<file path="src/rtl/re_quad_level.sv">
// Rotary-encoder front end: synchroniser, debounce filter, 4-edge quadrature decoder,
// detent accumulator and bounded level register. Define RE_WRAP_EN to wrap at the bounds.
module re_quad_level #(
  parameter int WIDTH            = 16,
  parameter int MIN_VAL          = 0,
  parameter int MAX_VAL          = 10000,
  parameter int RESET_VAL        = 0,
  parameter int STEP_FINE        = 1,
  parameter int STEP_COARSE      = 50,
  parameter int DEB_CYCLES       = 4,
  parameter int EDGES_PER_DETENT = 4
) (
  input  logic             clk,
  input  logic             reset_n,
  input  logic             a,
  input  logic             b,
  input  logic             increment_select,
  input  logic             clear,
  output logic [WIDTH-1:0] ref_level,
  output logic             step_pulse,
  output logic             step_dir,
  output logic             at_limit,
  output logic             illegal_pulse
);

  localparam int CNT_W = $clog2(DEB_CYCLES + 1);
  localparam int ARM_W = $clog2(DEB_CYCLES + 3);

  localparam logic [WIDTH-1:0] MIN_W   = WIDTH'(MIN_VAL);
  localparam logic [WIDTH-1:0] MAX_W   = WIDTH'(MAX_VAL);
  localparam logic [WIDTH-1:0] RESET_W = WIDTH'(RESET_VAL);
  localparam logic [WIDTH:0]   MIN_X   = (WIDTH+1)'(MIN_VAL);
  localparam logic [WIDTH:0]   MAX_X   = (WIDTH+1)'(MAX_VAL);
  localparam logic [WIDTH:0]   FINE_X  = (WIDTH+1)'(STEP_FINE);
  localparam logic [WIDTH:0]   COARSE_X = (WIDTH+1)'(STEP_COARSE);

  localparam logic signed [3:0] ACC_TOP = 4'(EDGES_PER_DETENT);
  localparam logic signed [3:0] ACC_BOT = -ACC_TOP;

`ifdef RE_WRAP_EN
  localparam logic [WIDTH-1:0] UP_BOUND = MIN_W;
  localparam logic [WIDTH-1:0] DN_BOUND = MAX_W;
`else
  localparam logic [WIDTH-1:0] UP_BOUND = MAX_W;
  localparam logic [WIDTH-1:0] DN_BOUND = MIN_W;
`endif

  // ---------------- synchroniser and per-channel stability filter ----------------
  logic [1:0]       a_sync, b_sync;
  logic [1:0]       synced;                 // {a, b}
  logic [1:0]       filt;                   // {a_f, b_f}
  logic [CNT_W-1:0] deb_cnt [2];

  assign synced = {a_sync[1], b_sync[1]};

  // NOTE: sequential state uses non-blocking assignments so every flop samples pre-edge values.
  always_ff @(posedge clk or negedge reset_n) begin
    if (!reset_n) begin
      a_sync <= '0;
      b_sync <= '0;
      filt   <= '0;
      for (int i = 0; i < 2; i++) deb_cnt[i] <= '0;
    end else begin
      a_sync <= {a_sync[0], a};
      b_sync <= {b_sync[0], b};
      for (int i = 0; i < 2; i++) begin
        if (synced[i] == filt[i]) begin
          deb_cnt[i] <= '0;
        end else if (deb_cnt[i] == CNT_W'(DEB_CYCLES - 1)) begin
          filt[i]    <= synced[i];
          deb_cnt[i] <= '0;
        end else begin
          deb_cnt[i] <= deb_cnt[i] + 1'b1;
        end
      end
    end
  end

  // ---------------- quadrature decode ----------------
  logic             armed;
  logic [ARM_W-1:0] arm_cnt;
  logic [1:0]       prev_state;
  logic             cw_edge, ccw_edge, illegal;
  logic signed [3:0] acc, acc_next;
  logic             detent_up, detent_dn;

  function automatic logic [1:0] cw_next(input logic [1:0] s);
    case (s)
      2'b00:   return 2'b10;
      2'b10:   return 2'b11;
      2'b11:   return 2'b01;
      default: return 2'b00;
    endcase
  endfunction

  // NOTE: every always_comb output is defaulted first so no path can infer a latch.
  always_comb begin
    cw_edge  = 1'b0;
    ccw_edge = 1'b0;
    illegal  = 1'b0;
    if (armed && (filt != prev_state)) begin
      if (filt == ~prev_state)               illegal  = 1'b1;
      else if (filt == cw_next(prev_state))  cw_edge  = 1'b1;
      else                                   ccw_edge = 1'b1;
    end
    acc_next = acc;
    if (cw_edge)       acc_next = acc + 4'sd1;
    else if (ccw_edge) acc_next = acc - 4'sd1;
    detent_up = cw_edge  && (acc_next == ACC_TOP);
    detent_dn = ccw_edge && (acc_next == ACC_BOT);
  end

  // ---------------- bounded level arithmetic (WIDTH+1 bits, no underflow) ----------------
  logic [WIDTH:0]   step_x, level_x, sum_x;
  logic [WIDTH-1:0] up_level, down_level;

  always_comb begin
    step_x     = increment_select ? COARSE_X : FINE_X;
    level_x    = {1'b0, ref_level};
    sum_x      = level_x + step_x;
    up_level   = sum_x[WIDTH-1:0];
    down_level = ref_level - step_x[WIDTH-1:0];
    if (sum_x > MAX_X)              up_level   = UP_BOUND;
    if (level_x < MIN_X + step_x)   down_level = DN_BOUND;
  end

  always_ff @(posedge clk or negedge reset_n) begin
    if (!reset_n) begin
      armed         <= 1'b0;
      arm_cnt       <= '0;
      prev_state    <= 2'b00;
      acc           <= '0;
      ref_level     <= RESET_W;
      step_pulse    <= 1'b0;
      step_dir      <= 1'b0;
      illegal_pulse <= 1'b0;
    end else begin
      step_pulse    <= 1'b0;
      illegal_pulse <= illegal;

      // Arming snapshots the filtered state so a non-00 resting position never decodes.
      if (!armed) begin
        if (arm_cnt == ARM_W'(DEB_CYCLES + 2)) begin
          armed      <= 1'b1;
          prev_state <= filt;
        end else begin
          arm_cnt <= arm_cnt + 1'b1;
        end
      end else begin
        prev_state <= filt;
      end

      if (clear) begin
        ref_level <= RESET_W;
        acc       <= '0;
      end else if (illegal) begin
        acc <= '0;
      end else if (detent_up) begin
        ref_level  <= up_level;
        step_pulse <= 1'b1;
        step_dir   <= 1'b1;
        acc        <= '0;
      end else if (detent_dn) begin
        ref_level  <= down_level;
        step_pulse <= 1'b1;
        step_dir   <= 1'b0;
        acc        <= '0;
      end else begin
        acc <= acc_next;
      end
    end
  end

  assign at_limit = (ref_level == MIN_W) || (ref_level == MAX_W);

endmodule

</file>
<file path="config.mk">
export PLATFORM = sky130hd
export DESIGN_NAME = re_quad_level
export DESIGN_NICKNAME = d
export VERILOG_FILES = /design/src/rtl/re_quad_level.sv
export SDC_FILE = /design/constraint.sdc
export NUM_CORES = 1
export LEC_CHECK = 0
export CAP_MARGIN = 30
export CORE_MARGIN = 1.5
export CORE_UTILIZATION = 50
export DETAILED_ROUTE_END_ITERATION = 6
export MAX_ROUTING_LAYER = met4
export PLACE_DENSITY_LB_ADDON = 0.3
export SYNTH_ARGS = -nofsm -noshare
export SYNTH_HDL_FRONTEND = slang
export SYNTH_SLANG_ARGS = --single-unit
</file>
<file path="constraint.sdc">
create_clock -name clk -period 3.4 [get_ports clk]
set_clock_uncertainty 0.15 [all_clocks]
set_input_delay 0.34 -clock clk [delete_from_list [all_inputs] [get_ports clk]]
set_output_delay 0.34 -clock clk [all_outputs]
set_load 0.01 [all_outputs]
</file>
==> results.toml, run 1 <==
[status]
outcome = "finished, final reports clean"

[sta]
worst_slack_ns = 0.191
fin_setup_tns_ns = 0
fmax_mhz = 312
rsz0062_at_grt = "false"
finalHoldViolCount = 0
tightest_slew_ns = 0.806
relSlewSlack_pct = 46.2
period_share_pct = 94.4
period_minus_slack_ns = 3.21
holdWs_ns = 0.210
setup-violations-final = 0
drv_slew = 0

[setup_path]
timing.rr.start = "ref_level[0]"
crit_path_frequent_cell = "o21ai_0"
reg2reg_depth = 10
endpoint_kind = "flip-flop"
cp_num_buf_inv = 0
r2r_end = "ref_level[11]"
rrSetupSlack_ns = 0.19
worst_setup_path_start_kind = "flip-flop"
critPathKind = "reg2reg"
endpoint = "ref_level[11]"
cp.depth = 10
path_delay_family = "compound AO/OA/AOI/OAI gates"
path_cells = "ha_2 > fa_1 > or4b_1 > o21ai_0 > o21ai_0 > nand2_1 > o2111ai_2 > a2111o_1 > or2_0 > a22oi_1"
cp_data_required_time_ns = 3.48
critical_path.startpoint = "ref_level[0]"
slowest_stage = "a2111o_1"
cp_max_fo = 7
cp_slowest_stage_delay_ns = 0.55
cp.arrival_ns = 3.29

[die]
rows = 28
dieArea_um2 = 6870
die_x_um = 82.9
start_util_pct = 53.0
core_region_area_um2 = 6030
die_y_um = 82.9
io_pins = 26

[clocking]
cts_buffers = 5
cts_tree = "done"
clockBufferDepth = 2
cts_htree_levels = 2
clkLatencyLatePin_ns = 0.31
cts_root_buf = "clkbuf_8"
clkTransAtPathRegs_ns = 0.10
cts_sinks = 41

[route]
avgViaCountPerCell = 6.09
dr.pass1.iters = 5
antenna_left = 0
routed_wl_mm = 8.78
vias = 3088
wl_per_cell_um = 17.3
drt_iter0_drc = 231
drc_errors = 0

[global_route]
grt_pass1_wl_mm = 14.3
grt_usage_pct = 26.4
antenna_found_initial = 0
grt_max_degree = 42
grt_pass1_vias = 2948
overflow = 0

[synthesis]
yosysWarningCount = 0
synth_edf_count = 0
syn_inst = 357
async_flop_share_pct = 100
ys.flop_type = "dfrtp_1"
synth_fp_nets = 379
ys_seq_area_share_pct = 32.1
ys_types = 75
syn_area_um2 = 3190
ys_seq_elements = 41
synth.avg_cell_area_um2 = 8.94

[worst_hold_path]
hold_start = "b_sync[0]"
hold_path.class = "reg2reg"

[layout]
final_util_pct = 67.8
final_cells = 507
fillerInstances = 504
antenna_cells = 0
drive_gt1_share_pct = 24.8
syn2layout_area_growth_pct = 28.0
layout.nets = 453

[job]
drv_cap = 0

[placed_design]
gp_congestion = 0.967
dp_slack_ns = -0.387
numPortBuffers = 25
hpwl_mm = 6.62
dpl.cell_count = 496

[pwr]
ir_drop_v = 0.000742
p_per_area_nw_per_um2 = 967
p_leak_nw = 1.69
repair_timing:
item / CTS / global route
hold buffers: 0 / 1
buffers inserted: 1 / 0
endpoints found under the hold margin: 0 / 41
endpoints found under the setup margin: 6 / 14
pin swaps: 2 / 4
gates resized for setup: 0 / 16
synth_stat cells (3+ instances only):
master / n / area share (%)
nor2_1: 16 / 1.9
inv_1: 18 / 2.1
buf_2: 3 / 0.47
a22o_1: 4 / 1.1
xnor2_1: 11 / 3.0
a22oi_1: 3 / 0.71
and2_1: 5 / 0.98
a21o_1: 5 / 1.2
o21ai_1: 4 / 0.63
nand3b_1: 3 / 0.71
o21a_1: 3 / 0.71
nand3_1: 5 / 0.78
a21oi_1: 17 / 2.7
nand4b_1: 3 / 0.82
mux2_2: 3 / 1.1
nor3_1: 21 / 3.3
nand2b_1: 8 / 1.6
xor2_1: 4 / 1.1
nor2b_1: 12 / 2.4
or3_1: 10 / 2.0
nand2_1: 30 / 3.5
o21ai_0: 16 / 2.5
ha_1: 14 / 5.5
dfrtp_1: 41 / 32
o211ai_1: 3 / 0.71
nand2_2: 3 / 0.59
a31oi_1: 3 / 0.59
o2111ai_1: 3 / 0.82
clkbuf_1: 9 / 1.1
a211oi_1: 5 / 1.2
nor3b_1: 5 / 1.2
nor4_1: 7 / 1.4
nand4_1: 4 / 0.78
routing by layer:
layer  up-vias  share of wire [%]  global-route usage, %
li1       1462                  -                      -
met1      1472                 44                   35.8
met2       131                 47                   40.7
met3        23                6.6                   4.27
met4         0                2.0                   8.03
met5         -                  0                      -
worst min path at each step:
stage / to / cells past startpoint
3_3_place_gp: b_sync[1] / 0
3_5_place_dp: b_sync[1] / 0
4_1_cts: deb_cnt[5] / 1
2_1_floorplan: a_sync[0] / 0
6_report: b_sync[1] / 0
5_1_grt: b_sync[1] / 0
state kept, by name, summed over array words and instances (netlist names), 2 cells and up:
signal / cells
acc: 4
ref_level: 16
b_sync: 2
prev_state: 2
deb_cnt: 6
arm_cnt: 3
filt: 2
a_sync: 2
cells in the final DEF (no fill, tap or decap), drive strengths merged, types with 3 or more instances in the layout:
cell type       n
o21ai          21
a2111oi         4
o21a            3
a211oi          7
a22oi           3
nor2           16
buf            55
a31oi           3
xor2            5
nand3           5
clkbuf          5
nor2b          12
a21o            5
clkdlybuf4s50  23
or3            12
and2            6
o2111ai         3
a22o            4
nand2          33
or2             5
and3            4
nand2b          8
o211ai          5
dfrtp          41
mux2            3
nor3b           5
nand4b          3
ha             14
nor3           22
nand4           4
nand3b          3
nor4            9
a21oi          19
xnor2          13
inv            21
kinds of logic after synthesis:
kind of cell	count (synthesis)	share of synthesized area (%)
and+or+nand+nor	155	28.2
AOI/OAI and AO/OA	93	22.2
DFF	41	32.1
buffers and inverters	31	4.00
xor gates and xnor gates	18	5.64
adders and majority gates	16	6.74
muxes	3	1.06
metrics by stage:
stage	instance area [um2]	power (mW)
2_1_floorplan	3190	2.47
3_3_place_gp	3860	3.39
3_5_place_dp	3860	3.45
4_1_cts	3970	3.83
5_1_grt	4090	4.22
6_report	4090	3.95
area by class of cell:
| class | instances | area (um2) | area share (%) |
|---|---|---|---|
| clock buffers | 5 | 68.8 | 1.68 |
| flip-flops and latches | 41 | 1030 | 25.1 |
| repair buffers | 80 | 676 | 16.5 |
| clock inverters | 3 | 28.8 | 0.704 |
| well taps | 75 | 93.8 | 2.30 |
| inverters | 18 | 70.1 | 1.71 |
| multi-input cells | 285 | 2120 | 52.0 |
where the power goes:
group	leakage [nW]	switching, mW	internal [mW]
clock network	0.0511	0.204	0.155
registers	0.530	0.192	0.607
logic	1.11	1.48	1.31
Note: power is estimated with default switching activity, not from simulation.
==> run 2, diff against run 1 <==
Settings changed: CORE_ASPECT_RATIO from default to 0.5.
==> results.toml, run 2 (same netlist as run 1, synthesis figures left out) <==
[clocking]
cts_hold_buf = 0
cts_root_buf = "clkbuf_16"
cts_tree = "done"
clockBufferDepth = 2
cts_buffers = 5
clkTransAtPathRegs_ns = 0.07
clkLatencyLatePin_ns = 0.29
cts_sinks = 41
cts_htree_levels = 2

[placed_design]
hpwl_mm = 6.74
dpl.cell_count = 508
dp_slack_ns = -0.363
place_area_um2 = 3870
gp_congestion = 0.944
numPortBuffers = 25

[sta]
setup-violations-final = 0
period_minus_slack_ns = 3.24
relSlewSlack_pct = 36.5
drv_slew = 0
finalHoldViolCount = 0
worst_slack_ns = 0.158
fmax_mhz = 308
period_share_pct = 95.3
holdWs_ns = 0.0424
tightest_slew_ns = 0.953

[layout]
final_cell_mix = "53 x buf_4, 41 x dfrtp_1, 30 x nand2_1"
top_regs = "ref_level: 16 flops, deb_cnt: 6 flops, acc: 4 flops"
top_register = "ref_level"
syn2layout_area_growth_pct = 26.7
fin_area_um2 = 4050
largest_reg_flops = 16
fillerInstances = 536
final_common_cell = "buf_4"
layout.nets = 451
antenna_cells = 0
drive_gt1_share_pct = 23.3
final_cells = 518

[global_route]
grt_max_degree = 42
grt_usage_pct = 28.5
grt_pass1_wl_mm = 14.5
antenna_found_initial = 0
grt_pass1_vias = 2881
overflow = 0

[pwr]
ir_drop_v = 0.000663
p_per_area_nw_per_um2 = 1010
p_leak_nw = 1.69

[route]
antenna_left = 0
drt_iter0_drc = 262
drc_errors = 0
avgViaCountPerCell = 5.91
wl_per_cell_um = 17.0
routed_wl_mm = 8.82
dr.pass1.iters = 5
vias = 3063

[setup_path]
slowest_stage = "or4b_1"
cp_slowest_stage_delay_ns = 0.50
path_cells = "ha_1 > fa_1 > or4b_1 > o21ai_0 > o21ai_0 > nand2_1 > o2111ai_2 > a2111o_1 > buf_4 > a21o_1 > o211ai_1"
timing.rr.start = "ref_level[0]"
crit_path_frequent_cell = "o21ai_0"
cp.arrival_ns = 3.30
cp_data_required_time_ns = 3.46
cp_max_fo = 5
rrSetupSlack_ns = 0.16
reg2reg_depth = 11
worst_setup_path_start_kind = "flip-flop"
critPathKind = "reg2reg"
r2r_end = "ref_level[3]"
endpoint_kind = "flip-flop"

[die]
dieArea_um2 = 6900
rows = 20
start_util_pct = 52.3
io_pins = 26
die_y_um = 59.5
die_x_um = 116
core_region_area_um2 = 6110

[worst_hold_path]
hold_path.class = "in2async"

[job]
drv_cap = 0

[status]
outcome = "finished, final reports clean"
[run 2: cell count changes in the layout (fill, tap and decap cells not counted), moves of 2 or more]
cell	before	now
ha_4	2	0
clkbuf_16	0	5
ha_1	11	14
clkbuf_8	5	0
[run 2: where the power goes]
group | internal [mW] | leakage, nW | switching (mW)
logic | 1.33 | 1.09 | 1.47
clock network | 0.276 | 0.0704 | 0.222
registers | 0.608 | 0.530 | 0.172
total | 2.22 | 1.69 | 1.86
[run 2: timing repair]
action                     in CTS  in global routing
buffers inserted                0                  2
gates resized for setup         3                  3
pin swaps                       4                  2
cloned                          0                  0
setup endpoints to repair       8                  4
[run 2: worst max-delay path by stage]
| stage | start | to | slack [ns] | depth (start not counted) |
|---|---|---|---|---|
| after floorplan | increment_select | ref_level[11] | 0.15 | 10 |
| after global placement | increment_select | ref_level[2] | -0.33 | 15 |
| after detailed placement | increment_select | ref_level[3] | -0.36 | 12 |
| after CTS | ref_level[0] | ref_level[3] | 0.15 | 11 |
| after global routing | ref_level[0] | ref_level[11] | -0.008 | 10 |
| final | ref_level[0] | ref_level[3] | 0.16 | 11 |
[run 2: cell type report]
class | count | area [um2] | area share, %
flip-flops and latches | 41 | 1030 | 25.4
inverters | 18 | 67.6 | 1.67
repair buffers | 78 | 642 | 15.9
multi-input cells | 285 | 2050 | 50.7
clock inverters | 3 | 25.0 | 0.619
well taps | 88 | 110 | 2.72
clock buffers | 5 | 125 | 3.09
[run 2: per-layer routing]
| layer | wire length, um | global-route usage, % | vias to the layer above | share of wire [%] |
|---|---|---|---|---|
| met3 | 622 | 5.62 | 14 | 7.1 |
| met1 | 3990 | 37.4 | 1479 | 45 |
| met4 | 131 | 7.84 | 0 | 1.5 |
| met5 | 0 | - | - | 0 |
| li1 | - | - | 1456 | - |
| met2 | 4070 | 45.5 | 114 | 46 |
[run 2: critical path: cells and delay by family (launching register included)]
kind	cells	cell delay (ns)
adder cells (fa/ha/maj)	2	0.68
AND/OR/NAND/NOR	2	0.59
AO/OA/AOI/OAI	6	1.12
buffers and inverters	1	0.19
flip-flops	1	0.42
[run 2: stage by stage]
stage | TNS, ns | utilization [%] | total power [mW]
floorplan | 0 | - | 2.47
global placement | -3.79 | 63.4 | 3.45
detailed placement | -4.55 | 63.4 | 3.50
CTS | 0 | 65.9 | 4.04
global route | -0.0118 | 66.3 | 4.36
finish | 0 | 66.3 | 4.08
==> run 3, diff against run 2 <==
Settings changed: SKIP_LAST_GASP from default to 1.
==> results of run 3 <==
Final layout, timing and power as in run 2 (identical DEF).
